File: src/rtl/csa_adder_32.sv
// ---------------------------------------------------------------------------
// csa_adder_32
// Registered n-bit carry-select adder. The operands are split into BLK-bit
// blocks. Block 0 ripples directly from cin. Every later block pre-computes
// its sum and carry twice, once assuming a carry in of 0 and once assuming 1.
// The real incoming carry then picks one of the two results through a 2:1 mux.
// The full result {cout, s} = a + b + cin is registered on each rising clk
// edge, so the latency is one cycle.
//
// Parameters
//   n    : operand / sum width, a positive multiple of BLK (default 32)
//   BLK  : carry-select block width (default 4)
//
// Ports
//   clk   in   1  rising-edge clock
//   rst_n in   1  asynchronous active-low reset, clears s and cout
//   cin   in   1  carry in
//   a     in   n  operand A, unsigned
//   b     in   n  operand B, unsigned
//   s     out  n  registered sum, bits n-1..0 of a+b+cin
//   cout  out  1  registered carry out, bit n of a+b+cin
// ---------------------------------------------------------------------------
module csa_adder_32 #(
    parameter int n   = 32,
    parameter int BLK = 4
) (
    input  logic         clk,
    input  logic         rst_n,
    input  logic         cin,
    input  logic [n-1:0] a,
    input  logic [n-1:0] b,
    output logic [n-1:0] s,
    output logic         cout
);

    localparam int NBLK = n / BLK;

    // A width that does not split into whole blocks is a configuration
    // error. Stop elaboration instead of building a partial adder.
    generate
        if ((n <= 0) || (BLK <= 0) || ((n % BLK) != 0)) begin : g_cfgError
            $error("csa_adder_32: n (%0d) must be a positive multiple of BLK (%0d)", n, BLK);
        end
    endgenerate

    // w_carry[k] is the carry into block k.
    // w_carry[NBLK] is the carry out of the whole adder.
    logic [NBLK:0] w_carry;
    logic [n-1:0]  w_sum;

    assign w_carry[0] = cin;

    generate
        for (genvar k = 0; k < NBLK; k++) begin : g_blk
            if (k == 0) begin : g_ripple
                // The first block has the real carry in available at once,
                // so it is a plain ripple adder with no duplicate.
                logic [BLK:0] w_c;
                assign w_c[0] = w_carry[0];
                for (genvar i = 0; i < BLK; i++) begin : g_bit
                    logic w_x;
                    logic w_y;
                    assign w_x        = a[k*BLK + i];
                    assign w_y        = b[k*BLK + i];
                    assign w_sum[k*BLK + i] = w_x ^ w_y ^ w_c[i];
                    assign w_c[i+1]   = (w_x & w_y) | (w_c[i] & (w_x ^ w_y));
                end
                assign w_carry[k+1] = w_c[BLK];
            end else begin : g_select
                // Two speculative ripple chains run in parallel. The incoming
                // block carry only drives the muxes, so the carry path
                // between blocks is a chain of muxes, not a chain of adders.
                logic [BLK:0]   w_c0;
                logic [BLK:0]   w_c1;
                logic [BLK-1:0] w_s0;
                logic [BLK-1:0] w_s1;
                assign w_c0[0] = 1'b0;
                assign w_c1[0] = 1'b1;
                for (genvar i = 0; i < BLK; i++) begin : g_bit
                    logic w_x;
                    logic w_y;
                    assign w_x       = a[k*BLK + i];
                    assign w_y       = b[k*BLK + i];
                    assign w_s0[i]   = w_x ^ w_y ^ w_c0[i];
                    assign w_c0[i+1] = (w_x & w_y) | (w_c0[i] & (w_x ^ w_y));
                    assign w_s1[i]   = w_x ^ w_y ^ w_c1[i];
                    assign w_c1[i+1] = (w_x & w_y) | (w_c1[i] & (w_x ^ w_y));
                end
                assign w_sum[k*BLK +: BLK] = w_carry[k] ? w_s1 : w_s0;
                assign w_carry[k+1]        = w_carry[k] ? w_c1[BLK] : w_c0[BLK];
            end
        end
    endgenerate

    // Output register.
    // Reset clears the result asynchronously and takes priority over a
    // coincident clock edge.
    logic [n-1:0] r_s;
    logic         r_cout;

    always_ff @(posedge clk or negedge rst_n) begin
        if (!rst_n) begin
            r_s    <= '0;
            r_cout <= 1'b0;
        end else begin
            r_s    <= w_sum;
            r_cout <= w_carry[NBLK];
        end
    end

    assign s    = r_s;
    assign cout = r_cout;

endmodule

File: config.mk
export PLATFORM = sky130hd
export DESIGN_NAME = csa_adder_32
export DESIGN_NICKNAME = d
export VERILOG_FILES = /design/src/rtl/csa_adder_32.sv
export SDC_FILE = /design/constraint.sdc
export NUM_CORES = 1
export LEC_CHECK = 0
export CAP_MARGIN = 20
export CELL_PAD_IN_SITES_DETAIL_PLACEMENT = 2
export CELL_PAD_IN_SITES_GLOBAL_PLACEMENT = 2
export CORE_UTILIZATION = 25
export DETAILED_ROUTE_END_ITERATION = 12
export MAX_ROUTING_LAYER = met4
export PLACE_DENSITY = 0.88
export SKIP_LAST_GASP = 1
export SLEW_MARGIN = 20
export SYNTH_ARGS = -nofsm -noshare
export SYNTH_HDL_FRONTEND = slang
export SYNTH_SLANG_ARGS = --single-unit
File: constraint.sdc
create_clock -name clk -period 0.8 [get_ports clk]
set_input_delay 0.16 -clock clk [delete_from_list [all_inputs] [get_ports clk]]
set_output_delay 0.16 -clock clk [all_outputs]
set_load 0.005 [all_outputs]
==> impl.org, run 1 <==
** Global routing
- Wire length of the first global-routing pass :: approximately 8000 um
- The via count of the first global-routing pass is 1,687.
- Entering global routing, the biggest net connects 34 pins.
- Combined global-route utilization of all metal layers :: between 10% and 20%
- The initial antenna violation count came to 0.
- For this run the aggregate overflow at the end of global routing stands at 0.

** Timing
- The max-slew violation total from the final report was 0.
- The worst path in the final design needs a cycle of 9900 ps, including I/O delays and setup.
- Number of failing setup endpoints in the final timing report :: 65
- Peak clock frequency supported by timing :: about 0.1 GHz
- The total count of hold-check failures in the final report came to 0.
- Worst setup margin :: -9100 ps
- Final period util :: 1240%
- Setup repair after global routing could not meet its margin everywhere.
- Tightest hold margin :: 174 ps
- Headroom to the max-slew limit :: approximately 88%
- Worst slew pin tran :: between 150 and 200 ps

** Floorplan
- The total area inside the core boundary comes to between 6000 and 7000 sq um.
- The die covers ~7500 sq um.
- Effective utilization at floorplan :: approximately a quarter
- IO Pins :: 100
- The floorplan has 30 rows.
- Die width :: between 80 and 90 um
- DIE HEIGHT :: a little under 90 um

** Run status
- The run finished, with violations left.
- Failing checks :: negative setup slack

** Yosys
- Area of the mapped netlist :: roughly 1800 sq um
- Post-synthesis sequential area ratio :: about 46%
- Synth cell types :: 11
- The average instance in the mapped netlist occupies 13.6 sq um.
- Synthesis handed over a netlist of approximately 130 instances.
- When the netlist entered floorplanning its net count stood at 238.
- Yosys printed 0 warnings.
- Cell type contributing the most total cell area after synthesis :: sky130_fd_sc_hd__dfrtp_1
- The share of synthesized area in the top cell type comes to ~46%.
- Ranked by total cell area, the synthesized netlist is headed by sky130_fd_sc_hd__dfrtp_1 (46%), sky130_fd_sc_hd__fa_1 (28%), sky130_fd_sc_hd__ha_1 (9.8%).
- Counting flops and latches in the post-synthesis netlist gives 33.

** Critical path
- CP dominant cell by count :: sky130_fd_sc_hd__fa_2
- Delay of the slowest cell on the worst path :: 410 ps
- Following the worst setup path forward leads to its endpoint at s[31].
- The critical path is of the in2reg type.
- STA puts the critical path data required time at approximately 1000 ps.
- Category of the worst setup path launch point :: input port
- Critical Path Slowest Stage Cell :: sky130_fd_sc_hd__fa_2
- Maximum fanout along the worst path :: 3
- The critical path starts at cin.
- Data on the critical path arrives at its endpoint at 10,120 ps.
- The worst setup path is captured at a flip-flop.

** Clocking
- Clock tree root buffer cell :: sky130_fd_sc_hd__clkbuf_8
- CTS H-Tree Depth :: 2
- Clock tree from TritonCTS :: yes
- The tree built by TritonCTS fans out to 33 sinks.
- Clock slew at the register clock pins of the worst setup and hold paths :: approximately 70 ps
- In this run the deepest clock path goes through 2 buffers.
- Clock tree synthesis inserted a total of 5 buffers.

** Placement
- In this run, placement finished with an instance count of about 330.
- The count of buffers added on input and output ports is 99.
- DP Wirelength :: around 4000 um
- Routability-driven placement finished with a final weighted congestion of 0.671.
- OpenSTA, run right after detailed placement, puts the worst setup slack at -9910 ps.

** Drt
- DRC violation count after routing :: 0
- DRT antenna net count :: 0
- The first routing iteration left 22 violations.
- Met3 WL post-DR :: 310 um
- In the final routed layout, each cell accounts on average for roughly 14 um.
- Metal2 WL :: between 3000 and 4000 um
- After detailed routing, the wire length on met1 is about 1700 um.
- Uppermost routed layer :: met4
- Routed vias :: about 1,400
- Wires add up to just over 5000 um.
- Average via count per standard cell :: 3.88
- Number of detailed-route iterations in the first pass :: 2

** Final layout
- Fill cells :: 691
- # nets final :: roughly 360
- Most common cell after layout, fill and taps aside :: sky130_fd_sc_hd__clkdlybuf4s50_1
- The area growth from synthesis to layout is 75.1%.
- Most frequent cells in the layout :: sky130_fd_sc_hd__clkdlybuf4s50_1 (60), sky130_fd_sc_hd__buf_2 (36), sky130_fd_sc_hd__dfrtp_1 (33)
- The post-route netlist has a little over two fifths of its cells at a drive strength greater than 1.
- Leaving out filler cells and counting taps, the final layout contains between 300 and 400.
- Number of inserted diodes :: 0

** Worst hold path
- HP Class :: in2reg

** Pwr
- Power spread over the standard cell area amounts to 1630 nW/um^2.
- VDD sags by at most roughly 0.5 mV.
- Pwr Total :: around 5.1 mW
- Leakage dissipation :: approximately 1.5 nW

** Job
- The tool flagged a number of max-cap violations equal to 0.
final cells by class:
| cell class | instances | area [sq um] | area share (%) |
|---|---|---|---|
| repair buffers | 117 | 993 | 31.7 |
| multi-input cells | 56 | 948 | 30.2 |
| flip-flops and latches | 33 | 826 | 26.3 |
| inverters | 43 | 161 | 5.15 |
| well taps | 96 | 120 | 3.83 |
| clock buffers | 7 | 86.3 | 2.75 |
registers in the layout (all words and copies together), names as in the netlist:
| name | count |
|---|---|
| s | 32 |
| cout | 1 |
repair_timing:
item                       in CTS  in global routing
gates resized for setup       162                 12
buffers inserted                6                  5
hold endpoints to repair       33                  0
pin swaps                      30                  4
hold buffers                    1                  0
setup endpoints to repair      66                 65
logic make-up (layout without fill, tap and decap cells):
logic type,count (synthesis),in the layout,synth area share [%]
AOI/OAI and AO/OA,3,3,0.838
xor gates and xnor gates,7,7,3.42
buffers and inverters,43,167,9.01
adders and majority gates,39,39,37.7
muxes,4,4,2.24
DFF,33,33,46.1
and+or+nand+nor,3,3,0.629
where the power goes:
part	switching (mW)	internal (mW)
Sequential	0.0842	2.00
Clock	0.580	0.682
Combinational	0.744	1.01
Total	1.41	3.69
worst min-delay path by stage:
| stage | start | end | slack [ps] | cells after the start |
|---|---|---|---|---|
| finish | cin | s[0] | 170 | 2 |
| global route | cin | s[0] | 170 | 2 |
| CTS | cin | s[0] | 160 | 2 |
| detailed placement | rst_n | s[12] | 140 | 2 |
| global placement | rst_n | s[12] | 130 | 2 |
| floorplan | rst_n | cout | -140 | 0 |
metal layers:
| layer | GRT usage [%] | up-vias |
|---|---|---|
| li1 | - | 614 |
| met1 | 14.3 | 688 |
| met2 | 29.3 | 62 |
| met3 | 4.10 | 3 |
| met4 | 3.18 | 0 |
| met5 | - | - |
synthesized netlist by cell type:
| library cell | instances |
|---|---|
| sky130_fd_sc_hd__xor2_1 | 3 |
| sky130_fd_sc_hd__fa_1 | 25 |
| sky130_fd_sc_hd__dfrtp_1 | 33 |
| sky130_fd_sc_hd__a21oi_1 | 2 |
| sky130_fd_sc_hd__inv_1 | 43 |
| sky130_fd_sc_hd__o21ai_0 | 1 |
| sky130_fd_sc_hd__ha_1 | 14 |
| sky130_fd_sc_hd__nor2_1 | 2 |
| sky130_fd_sc_hd__nand2_1 | 1 |
| sky130_fd_sc_hd__mux2i_1 | 4 |
| sky130_fd_sc_hd__xnor2_1 | 4 |
per-stage QoR:
stage          util (%)  cell area [sq um]  TNS [ps]
3_3_place_gp       44.0               3020   -171190
5_1_grt            45.6               3140   -161140
4_1_cts            44.4               3050   -154230
2_1_floorplan         -               1860   -146250
3_5_place_dp       44.0               3020   -177040
6_report           45.6               3140   -153690
worst max-delay path, delay by kind of cell:
kind	cells	cell delay, ps
fa+ha+maj	25	8280
mux	4	640
buf+inv	8	500
simple gates	3	280
compound gates	3	230
Note: power is estimated with default switching activity, not from simulation.
==> inputs of run 2 (changes only) <==
Settings changed: ABC_AREA set to 1, CORE_UTILIZATION 25 to 24, PLACE_DENSITY 0.88 to 0.87.
Clock period 0.8 ns to 11.73 ns, I/O delays scaled along.
==> run 2 against run 1 <==
Compared with the run above: the flow still finishes with violations (negative setup slack); synthesized cell count is 27% higher; critical path depth is 1 higher; utilization fell by 1.8 points; design area grew 3.0%; non-clock buffer count shrank 12; die area increased by 8.3%; count of clock-buffer cells in the layout did not move; routed wire length is 6.2% higher; worst setup slack improved by 9000 ps; combinational power down 93%; synthesized area increased by 4.2%; highest routed layer unchanged.
==> impl.org, run 2 <==
** Yosys
- The fraction of registers with async set or reset after synthesis came to 100% (unchanged).
- The most area-hungry cell type in the Yosys netlist is sky130_fd_sc_hd__dfrtp_1 (unchanged).
- Commonest cells post-synth :: sky130_fd_sc_hd__inv_1 (57), sky130_fd_sc_hd__nand2_1 (36), sky130_fd_sc_hd__dfrtp_1 (33), sky130_fd_sc_hd__fa_1 (25), sky130_fd_sc_hd__ha_1 (14) (was sky130_fd_sc_hd__inv_1 (43), sky130_fd_sc_hd__dfrtp_1 (33), sky130_fd_sc_hd__fa_1 (25), sky130_fd_sc_hd__ha_1 (14))
- The share of synthesized area occupied by flip-flops and latches came to 44.3% (was 46.1%).
- Area of the mapped netlist :: 1870 sq um (was 1790 sq um)
- Synth cell types :: 7 (was 11)
- The count of mapped cells out of synthesis was 168 (was 132).
- The count of flip-flops with a built-in enable after synthesis was 0 (unchanged).
- Average cell area after synthesis :: 11.1 sq um (was 13.6 sq um)
- The flop and latch count out of synthesis is 33 (unchanged).
- The synthesized net count was 274 (was 238).
- The count of synthesis-stage warnings from yosys was 0 (unchanged).
- Synth Flop Type :: sky130_fd_sc_hd__dfrtp_1 (unchanged)
- Share of the synthesized area in the top cell type :: 44.3% (was 46.1%)
- Top cells by area, synth :: sky130_fd_sc_hd__dfrtp_1 (44%), sky130_fd_sc_hd__fa_1 (27%), sky130_fd_sc_hd__inv_1 (11%) (was sky130_fd_sc_hd__dfrtp_1 (46%), sky130_fd_sc_hd__fa_1 (28%), sky130_fd_sc_hd__ha_1 (9.8%))
- The most frequently used cell type in the post-synthesis netlist is sky130_fd_sc_hd__inv_1 (unchanged).

** Timing
- Dividing the final minimum period by the clock period gives 101%.
- The setup total negative slack was -90.1 ps (was -153,690 ps).
- Worst slew pin tran :: 757 ps (was 170 ps)
- The max-slew violation total from the final report was 0 (unchanged).
- The least setup slack across all paths after layout came to -90.1 ps (was -9100 ps).
- Peak clock frequency supported by timing :: 0.0846 GHz
- The final setup violation count came to 1 (was 65).
- Setup repair after global routing missed its margin :: true (unchanged)
- Subtracting the final worst setup slack from the clock period gives between 10,000 and 15,000 ps.
- Count of final hold-check violations :: 0 (unchanged)
- The remaining max-slew budget at the tightest pin was 49.5% (was 88.3%).

** Clocking
- Clock tree root buffer cell :: sky130_fd_sc_hd__clkbuf_8 (unchanged)
- CTS H-Tree Depth :: 2 (unchanged)
- Total clock buffers created by CTS :: 5 (unchanged)
- Sink Count :: 33 (unchanged)
- Clock tree from TritonCTS :: yes (unchanged)
- The clock edge transition at the registers on the reported setup and hold paths is 70 ps (about the same).
- Maximum count of clock buffers along a single path :: 2 (unchanged)
- # hold bufs at CTS :: 0 (was 1)

** Final layout
- The share of layout cells above drive strength 1 was 22.4% (was 42.2%).
- The diode insertion count for antenna repair is 0 (unchanged).
- Flip-flop count of the largest register, all copies and words added :: 32 (unchanged)
- Most common cell after layout, fill and taps aside :: sky130_fd_sc_hd__clkdlybuf4s50_1 (unchanged)
- Fill cells :: 766 (was 691)
- The share of the core filled with cells was 43.8% (was 45.6%).
- The post-synthesis to final-layout area growth is 73.1% (was 75.1%).
- Most frequent cells in the layout: sky130_fd_sc_hd__clkdlybuf4s50_1 (94), sky130_fd_sc_hd__inv_1 (48), sky130_fd_sc_hd__dfrtp_1 (33) (was sky130_fd_sc_hd__clkdlybuf4s50_1 (60), sky130_fd_sc_hd__buf_2 (36), sky130_fd_sc_hd__dfrtp_1 (33)).
- # nets final :: 386 (was 362)

** Global routing
- The all-layer global routing usage came to 15.1% (was 14.9%).
- Wire length of the first global-routing pass :: 9000 um (was 7950 um)
- Antenna violations before repair :: 0 (unchanged)
- The maximum number of pins on one net before global-route repair is 34 (unchanged).
- Global route overflow :: 0 (unchanged)
- The via count of the first global-routing pass is 1,842 (was 1,687).

** Floorplan
- The top-level port count was 100 (unchanged).
- Std-Cell Core Area :: 7370 sq um (was 6870 sq um)
- The cell row count came to 31 (was 30).
- The floorplan die width came to 90.2 um (was 86.6 um).
- Effective utilization at floorplan :: 25.3% (was 26.1%)
- DIE HEIGHT :: 90.2 um (was 86.6 um)
- Overall die area :: 8130 sq um (was 7500 sq um)

** Drt
- The number of iterations in the first detailed-routing pass is 2 (unchanged).
- Average via count per standard cell :: 3.93 (was 3.88)
- Routed vias :: 1,492 (was 1,367)
- DRC violation count after routing :: 0 (unchanged)
- The final antenna-violating net count was 0 (unchanged).
- The iteration-0 DRC count of the detailed router is 3 (was 22).
- The overall routed net length is 5390 um (was 5080 um).
- The wire length per cell was 14.2 um (was 14.4 um).

** Placement
- DP Wirelength :: 4630 um (was 4010 um)
- The global placement routability congestion is 0.704 (was 0.671).
- The number of input and output port buffers inserted came to 99 (unchanged).
- The worst-case setup slack after placement is -1210 ps (was -9910 ps).

** Worst hold path
- The class of the most critical hold timing path is in2async (was in2reg).

** Job
- Max-cap check violation count :: 0 (unchanged)

** Run status
- Failing checks :: negative setup slack (unchanged)
- Run status :: finished, violations left (unchanged)

** Pwr
- The power density normalized to cell area was 118 nW/um^2 (was 1630 nW/um^2).
- The cell leakage power was 1.53 nW (was 1.49 nW).
- The worst IR drop on VDD is 0.0396 mV (was 0.500 mV).
- Pwr Total :: 0.381 mW (was 5.10 mW)

** Critical path
- The data required time of the worst path is 11,960 ps (was 1020 ps).
- Category of the worst setup path launch point :: input port (unchanged)
- Delay of the slowest cell on the worst path :: 410 ps (about the same)
- Arrival time at the worst endpoint :: 12,050 ps (was 10,120 ps)
- Critical path endpoint category :: flip-flop (unchanged)
- The maximum fanout count along the critical path is 3 (unchanged).
- Critical Path Slowest Stage Cell :: sky130_fd_sc_hd__fa_2 (unchanged)
- CP dominant cell by count :: sky130_fd_sc_hd__fa_2 (unchanged)
- Critical path class :: in2reg (unchanged)
==> run 2: cell count changes in the layout (fill, tap and decap cells not counted), moves of 4 or more <==
| cell | previous run | this run |
|---|---|---|
| sky130_fd_sc_hd__buf_2 | 36 | 2 |
| sky130_fd_sc_hd__inv_1 | 32 | 48 |
| sky130_fd_sc_hd__nand2_1 | 0 | 26 |
| sky130_fd_sc_hd__clkdlybuf4s50_1 | 60 | 94 |
| sky130_fd_sc_hd__buf_6 | 9 | 2 |
| sky130_fd_sc_hd__nand2_2 | 1 | 10 |
| sky130_fd_sc_hd__xnor2_2 | 4 | 0 |
==> run 2: per-layer routing <==
layer	global-route usage, %	vias to the layer above	part of all wire (%)
li1	-	683	-
met1	14.6	737	34
met2	29.5	68	59
met3	3.98	4	6.0
met4	3.23	0	0.67
met5	-	-	0
==> run 2: power breakdown <==
part	leakage [nW]	total, mW	internal, mW	switching, mW
combinational	1.09	0.129	0.0796	0.0492
clock	0.0585	0.110	0.0693	0.0412
sequential	0.387	0.142	0.136	0.00652
==> run 2: path summary, 6_finish.rpt <==
check / start / end / slack, ps
max in group asynchronous: rst_n / s[4] / 9120
hold / removal: rst_n / s[14] / 2130
min in group clk: cin / s[0] / 2360
setup / recovery: a[0] / s[31] / -90
==> run 2: what timing repair did <==
| item | CTS | global route |
|---|---|---|
| pin swaps | 37 | 37 |
| setup buffers | 3 | 1 |
| resized for setup | 37 | 6 |
| endpoints found under the setup margin | 4 | 3 |
| hold endpoints to repair | 0 | 0 |
==> run 2: cell families (layout without fill, tap and decap cells) <==
group	after synthesis	in the layout	synth area share, %
and+or+nand+nor	36	36	7.24
DFF	33	33	44.3
adders and majority gates	39	39	36.2
AOI/OAI and AO/OA	3	3	0.805
buffers and inverters	57	170	11.5
==> run 2: worst max-delay path: cells and delay by family <==
family | cells | cell delay (ps)
adder cells (fa/ha/maj) | 25 | 8370
AO/OA/AOI/OAI | 3 | 240
buffers and inverters | 8 | 540
AND/OR/NAND/NOR | 8 | 570
==> run 2: final cells by class <==
cell class	count	area, sq um	area share (%)
clock buffers	7	86.3	2.67
inverters	57	214	6.63
flip-flops and latches	33	826	25.6
clock inverters	1	30.0	0.930
well taps	99	124	3.84
multi-input cells	78	922	28.6
repair buffers	105	1030	31.8
==> run 2: metrics by stage <==
step / hold slack, ps / std cells / area, sq um
after floorplan: 2050 / 168 / 1910
after global placement: 2470 / 368 / 3040
after detailed placement: 2480 / 368 / 3040
after CTS: 2170 / 379 / 3200
after global routing: 2200 / 380 / 3230
final: 2130 / 380 / 3230
==> inputs of run 3 (changes only) <==
Settings changed: ABC_CLOCK_PERIOD_IN_PS set to 11730.
==> results of run 3 <==
No change in the layout: final DEF, timing and power equal those of run 2.
